File: config.mk
export PLATFORM = sky130hd
export DESIGN_NAME = mips_reg_file
export DESIGN_NICKNAME = d
export VERILOG_FILES = /design/src/rtl/mips_pkg.sv /design/src/rtl/reg_read_port.sv /design/src/rtl/mips_reg_file.sv
export SDC_FILE = /design/constraint.sdc
export NUM_CORES = 2
export LEC_CHECK = 0
export BUFFER_PORTS_ARGS = -buffer_cell sky130_fd_sc_hd__buf_2
export CAP_MARGIN = 5
export CORE_MARGIN = 3
export CORE_UTILIZATION = 55
export CTS_BUF_LIST = sky130_fd_sc_hd__clkbuf_4
export DETAILED_ROUTE_END_ITERATION = 10
export PLACE_DENSITY = 0.71
export SETUP_SLACK_MARGIN = 0.05
export SYNTH_ARGS = -nofsm -noshare
export SYNTH_HDL_FRONTEND = slang
export SYNTH_SLANG_ARGS = --single-unit
File: constraint.sdc
create_clock -name clk -period 99.2 [get_ports clk]
set_input_delay 19.84 -clock clk [delete_from_list [all_inputs] [get_ports clk]]
set_output_delay 19.84 -clock clk [all_outputs]
set_load 0.01 [all_outputs]
File: src/rtl/mips_pkg.sv
// Shared MIPS datapath types and constants used by the register file, ALU, selects and
// pipeline registers.
package mips_pkg;

  localparam int unsigned DATA_W = 32;
  localparam int unsigned ADDR_W = 5;

  typedef logic [DATA_W-1:0] word_t;
  typedef logic [ADDR_W-1:0] reg_idx_t;

  localparam reg_idx_t REG_ZERO = 5'd0;
  localparam reg_idx_t REG_SP   = 5'd29;
  localparam reg_idx_t REG_RA   = 5'd31;

endpackage

File: src/rtl/reg_read_port.sv
// One combinational register-file read port: $zero check, write-through bypass, array select.
module reg_read_port
  import mips_pkg::*;
#(
  parameter int unsigned DATA_W   = 32,
  parameter int unsigned ADDR_W   = 5,
  parameter int unsigned NUM_REGS = 32
) (
  input  logic [ADDR_W-1:0] rd_reg,
  input  logic              wr_en,
  input  logic [ADDR_W-1:0] wr_reg,
  input  logic [DATA_W-1:0] wr_data,
  input  logic [DATA_W-1:0] mem [NUM_REGS],
  output logic [DATA_W-1:0] rd_data
);

  always_comb begin
    rd_data = mem[rd_reg];
    if (rd_reg == REG_ZERO) begin
      rd_data = '0;
    end else if (wr_en && (wr_reg == rd_reg)) begin
      // Write-through so an instruction reading in the write cycle sees the new value.
      rd_data = wr_data;
    end
  end

endmodule

File: src/rtl/mips_reg_file.sv
// 32 x 32 MIPS register file: two bypassed combinational read ports, one synchronous write
// port, hardwired $zero and an unbypassed debug read port.
module mips_reg_file
  import mips_pkg::*;
#(
  parameter int unsigned DATA_W   = 32,
  parameter int unsigned ADDR_W   = 5,
  parameter int unsigned NUM_REGS = 32
) (
  input  logic              clk,
  input  logic              rst,
  input  logic              Reg_write,
  input  logic [ADDR_W-1:0] Write_reg,
  input  logic [DATA_W-1:0] Write_data,
  input  logic [ADDR_W-1:0] Read_reg_1,
  input  logic [ADDR_W-1:0] Read_reg_2,
  output logic [DATA_W-1:0] Read_data_1,
  output logic [DATA_W-1:0] Read_data_2,
  input  logic [ADDR_W-1:0] Dbg_reg,
  output logic [DATA_W-1:0] Dbg_data
);

  logic [DATA_W-1:0] mem_q [NUM_REGS];
  logic              byp_en;

  // Reset must also suppress the bypass so reads show 0 while rst is held.
  assign byp_en = Reg_write && !rst;

  always_ff @(posedge clk or posedge rst) begin
    if (rst) begin
      for (int i = 0; i < NUM_REGS; i++) begin
        mem_q[i] <= '0;
      end
    end else if (Reg_write && (Write_reg != REG_ZERO)) begin
      mem_q[Write_reg] <= Write_data;
    end
  end

  reg_read_port #(
    .DATA_W  (DATA_W),
    .ADDR_W  (ADDR_W),
    .NUM_REGS(NUM_REGS)
  ) u_rd_port_rs (
    .rd_reg (Read_reg_1),
    .wr_en  (byp_en),
    .wr_reg (Write_reg),
    .wr_data(Write_data),
    .mem    (mem_q),
    .rd_data(Read_data_1)
  );

  reg_read_port #(
    .DATA_W  (DATA_W),
    .ADDR_W  (ADDR_W),
    .NUM_REGS(NUM_REGS)
  ) u_rd_port_rt (
    .rd_reg (Read_reg_2),
    .wr_en  (byp_en),
    .wr_reg (Write_reg),
    .wr_data(Write_data),
    .mem    (mem_q),
    .rd_data(Read_data_2)
  );

  assign Dbg_data = mem_q[Dbg_reg];

endmodule

* After elaboration in Yosys (flattened, before gate mapping)
Index checks and enable logic that the tools add are counted. Widths: inputs -> output; s select.
Word-level totals: register bits after elaboration 1024, input port bits 55, output and inout bits 96
Cells by class: order comparisons 5, eq/ne operators 2, muxes and demuxes 16, bitwise gates (word level) 4, reductions and logical operators 9
Operators by type and width (count):
- $bwmux 1024 | 1
- $bmux 32 s5 | 3
- $mux 32 | 11
- $demux 32 s5 | 1
- $ge 6x6->1 const B | 4
- $not 5->6 | 4
- $eq 5x5->1 | 2
- $logic_not 5->1 | 2
- $lt 6x1->1 const B | 1
- $logic_and 1x1->1 | 5
- $reduce_bool 5->1 | 1
- $logic_not 1->1 | 1

* Depth between registers and ports, before layout
depth after elaboration 6, mapped depth 10

* Hierarchy
From an unflattened synthesis, not the netlist that was laid out.
Second synthesis, totals: cells, all modules 5149, area total of the unflattened synthesis 65351.4 um^2
Modules (own cells, without submodules):
- mips_reg_file | instances 1, cells an instance 3445, area each 47171.5 um^2, sequential area each 25624.6 um^2
- reg_read_port | instances 2, cells an instance 852, area each 9090.0 um^2, sequential area each 0.0 um^2

* Worst setup path before layout
No wires, ideal clock.
path kind input port to output port, from input Dbg_reg[0], to output Dbg_data[10], arrival 21749 ps, required time 79360 ps, path slack 57611 ps, stages 5, path buffers 2, cell sequence buf_6 -> clkbuf_1 -> mux4_2 -> mux4_2 -> mux2_2
On the way: longest elaborated chain between the ends 4
Ends and longest elaborated chain:
- from (decl) | RTL line mips_reg_file.sv:19 | input logic [ADDR_W-1:0] Dbg_reg,
- $not 5->6 (implied by the code) | RTL line mips_reg_file.sv:65 | assign Dbg_data = mem_q[Dbg_reg];
- $bmux 32 s5 | RTL line mips_reg_file.sv:65
- $mux 32 (implied by the code) (2 in series) | RTL line mips_reg_file.sv:65
- to (decl) | RTL line mips_reg_file.sv:20 | output logic [DATA_W-1:0] Dbg_data
Every way passes these cells. The select of a mux whose other input is x is not followed.

* Final worst setup path
from input Read_reg_1[0], to output Read_data_1[27]
On the way: longest elaborated chain between the ends 6, elaborated cells between the ends (all ways) 9, those cells by class eq/ne (1); mux (5); bitwise (1); reduce/logical (2)
Ends and longest elaborated chain:
- from (decl) | RTL line mips_reg_file.sv:15 | input logic [ADDR_W-1:0] Read_reg_1,
- $not 5->6 (implied by the code) | RTL line reg_read_port.sv:18 | rd_data = mem[rd_reg];
- $bmux 32 s5 | RTL line reg_read_port.sv:18
- $mux 32 (implied by the code) (2 in series) | RTL line reg_read_port.sv:18
- $mux 32 | RTL line reg_read_port.sv:21 | end else if (wr_en && (wr_reg == rd_reg)) begin
- $mux 32 (*) | RTL line reg_read_port.sv:19 | if (rd_reg == REG_ZERO) begin
- to (decl) | RTL line mips_reg_file.sv:17 | output logic [DATA_W-1:0] Read_data_1,
Every way passes the cells marked *; elsewhere a longest branch is shown, timed or not. The select of a mux whose other input is x is not followed.

==> impl_metrics.ini <==
[status]
outcome = completed

[floorplan]
num_rows = 123
start_util = 0.5573
die_x_um = 344.8
io_pins = 151
die_h_um = 344.8
core_sq_um = 113300
die_area_sq_um = 118900

[route]
drc = 0
detail-route-antenna-nets = 0
dr.pass1.iters = 5
via_per_inst = 7.495
wl_mm = 220.2
drt_iter0_markers = 5511
dr_total_vias = 44980
wl_per_cell_um = 36.70

[critical_path]
worstSetupPathType = input port to output pin
worst_r2r_path_depth = 1
endpoint_kind = output pin
crit_start = Read_reg_1[0]
max_stage_delay_ns = 0.90
cp_slowest_cell = buf_4
critPathRequiredTime_ns = 79.36
crit_top_cell = buf_4
cp-start-kind = input port
r2r_slack_ns = 98.36
crit_chain = buf_8 -> buf_4 -> buf_4 -> buf_4 -> mux2i_1 -> a21oi_1 -> nand2_1 -> o22ai_1 -> a21oi_1 -> a211oi_1 -> buf_2
cp_max_fo = 50
arrival_ns = 24.44
rr_startpoint = mem_q[468]$_DFFE_PP0P_
rr_endpoint = mem_q[468]$_DFFE_PP0P_

[placement]
placed_cells = 5509
place_congestion = 0.8654
dpl.hpwl_mm = 121.0
dp_slack_ns = 55.02
placed_cell_area_sq_um = 64540
io_buffers = 150

[yosys]
ys_top_cells_by_area = dfrtp_1, mux4_2, mux2_2
yosysTopAreaCell = dfrtp_1
synth_edf_count = 0
yosysUniqueCellTypes = 48
synth_top_cell_area_share = 0.4059
ys.flop_type = dfrtp_1
avgSynthCellArea_sq_um = 14.72
ys_ff_latch = 1024
synth_area_sq_um = 63120
synth_nets = 4344
netlist_instances = 4289
synth_seq_area_share = 0.4059
postSynth.asyncResetShare = 1.000
ys_warn_count = 0

[cts]
cts-htree-levels = 5
post-cts-setup-buffer-count = 0
cts_inserted_buffers = 299
cts.sink_count = 1024
insertion_delay_ns = 1.15
ctsResizeCount = 0
cts_buffer_depth = 4
path_clk_slew_ns = 0.06
hold_buffers = 0
cts_tree = built
cts-root-buf = clkbuf_4

[sta]
skew_ns = 0
post-route-period-util = 0.4463
hold_viol = 0
fin_crit_ns = 44.28
tns_ns = 0
report.final.slew_viol_count = 0
slew_headroom = 0.1427
rsz0062_at_grt = false
worst_pin_slew_ns = 1.283
fmax_ghz = 0.02259
setup_viol = 0
setup_ws_ns = 54.92
holdWs_ns = 0.4147

[power_and_ir_drop]
p_int_mw = 0.8983
pwr-share-comb = 0.254
clock_power_share = 0.302
power_leakage_nw = 29.31
swShare = 0.3079
netSwitchingPower_mw = 0.3996
powerDensity_nw_per_um2 = 19.06
peakVddDrop_mv = 0.01228
p_seq_frac = 0.444
totalPowerFinal_mw = 1.298

[min_path]
whs_endpoint = mem_q[1008]$_DFFE_PP0P_
min-delay-start = mem_q[1008]$_DFFE_PP0P_
hold_class = register to register
hold_depth = 0

[finish]
drive_gt1_frac = 0.5560
reg_top3 = mem_q: 1024 flops
largest_register_ffs = 1024
design_area_sq_um = 68100
utilization = 0.6013
layout.nets = 4365
top_register = mem_q
syn_to_final_growth_pct = 7.887
finalNonFillerCells = 6001

[global_routing]
grtUsageTotal = 0.3754
grt-ovfl-total = 0
grt_pass1_vias = 45390
antenna_found_initial = 14
grt_max_degree = 157
grt_pass1_wl_mm = 320.0

[job]
cap_viol_max_count = 0
-- cell usage in the layout (no fill, tap or decap), drive strengths merged, types with 31 or more instances in the layout --
cell / Yosys / layout
a211oi: 39 / 39
a21oi: 49 / 49
a221o: 46 / 46
a221oi: 43 / 43
a22oi: 39 / 39
a32o: 32 / 32
buf: 247 / 235
clkbuf: 269 / 425
clkinv: 1 / 49
dfrtp: 1024 / 1024
mux2: 1088 / 1088
mux2i: 327 / 327
mux4: 683 / 683
nand2: 92 / 92
nor2: 58 / 58
nor3: 35 / 35
o21ai: 31 / 31
o221ai: 33 / 33
o22ai: 40 / 40
-- cell usage after synthesis (6+ instances only) --
cell type and count:
buf_2 130, nand2_1 92, a22oi_1 39, a221o_1 46, mux2_2 1088, buf_1 71, a32o_1 32, nand3_1 6
a211o_1 7, nor3_1 35, o21ai_0 30, mux4_2 683, a22o_1 15, o221ai_1 33, o21bai_1 6, clkbuf_1 268
a221oi_1 43, xor2_1 6, mux2i_1 327, buf_6 13, o211ai_1 10, dfrtp_1 1024, a21oi_1 49, buf_4 33
nor3b_1 13, o22ai_1 40, nand2b_1 10, nor2_1 58, a211oi_1 39
-- worst max-delay path, delay by kind of cell --
kind / cells / cell delay, ns
AO/OA/AOI/OAI: 4 / 1.22
AND/OR/NAND/NOR: 1 / 0.13
buffers and inverters: 5 / 2.95
multiplexers: 1 / 0.16
-- how the worst max path moves through the flow --
stage | to | slack (ns) | depth (start not counted)
finish | Read_data_1[27] | 54.92 | 11
floorplan | mem_q[0]$_DFFE_PP0P_ | 50.54 | 1
global placement | Read_data_1[27] | 55.03 | 11
detailed placement | Read_data_1[27] | 55.02 | 11
global route | Read_data_1[27] | 54.84 | 11
CTS | Read_data_1[27] | 55.02 | 11
-- cells by family (layout without fill, tap and decap cells) --
logic type | count (synthesis) | after routing | share of synthesized area
AO/OA/AOI/OAI | 399 | 399 | 0.04858
XOR/XNOR | 10 | 10 | 0.001387
buffers and inverters | 520 | 722 | 0.03703
flip-flops | 1024 | 1024 | 0.4059
multiplexers | 2098 | 2098 | 0.4896
other | 0 | 10 | 0
AND/OR/NAND/NOR | 238 | 238 | 0.01744
-- metal layers --
metal	routed length [um]	global-route usage
met5	23	0
met4	11720	0.1826
met3	30040	0.1416
met2	96440	0.5384
met1	81980	0.5059
-- power groups by stage --
stage | clock [mW] | combinational (mW) | sequential (mW)
3_5_place_dp | 0 | 0.325 | 0.580
2_1_floorplan | 0 | 0.257 | 0.554
3_3_place_gp | 0 | 0.318 | 0.576
5_1_grt | 0.420 | 0.349 | 0.587
6_report | 0.392 | 0.329 | 0.576
4_1_cts | 0.398 | 0.327 | 0.573
-- final cells by class --
type	instances	area [sq um]
diodes	10	25.02
clock buffers	424	3183
clock inverters	58	351.6
fillers	8852	45170
inverters	4	22.52
multi-input cells	2745	35490
flip-flops and latches	1024	25620
well taps	1500	1877
repair buffers	236	1534
(Power assumes the default switching activity.)
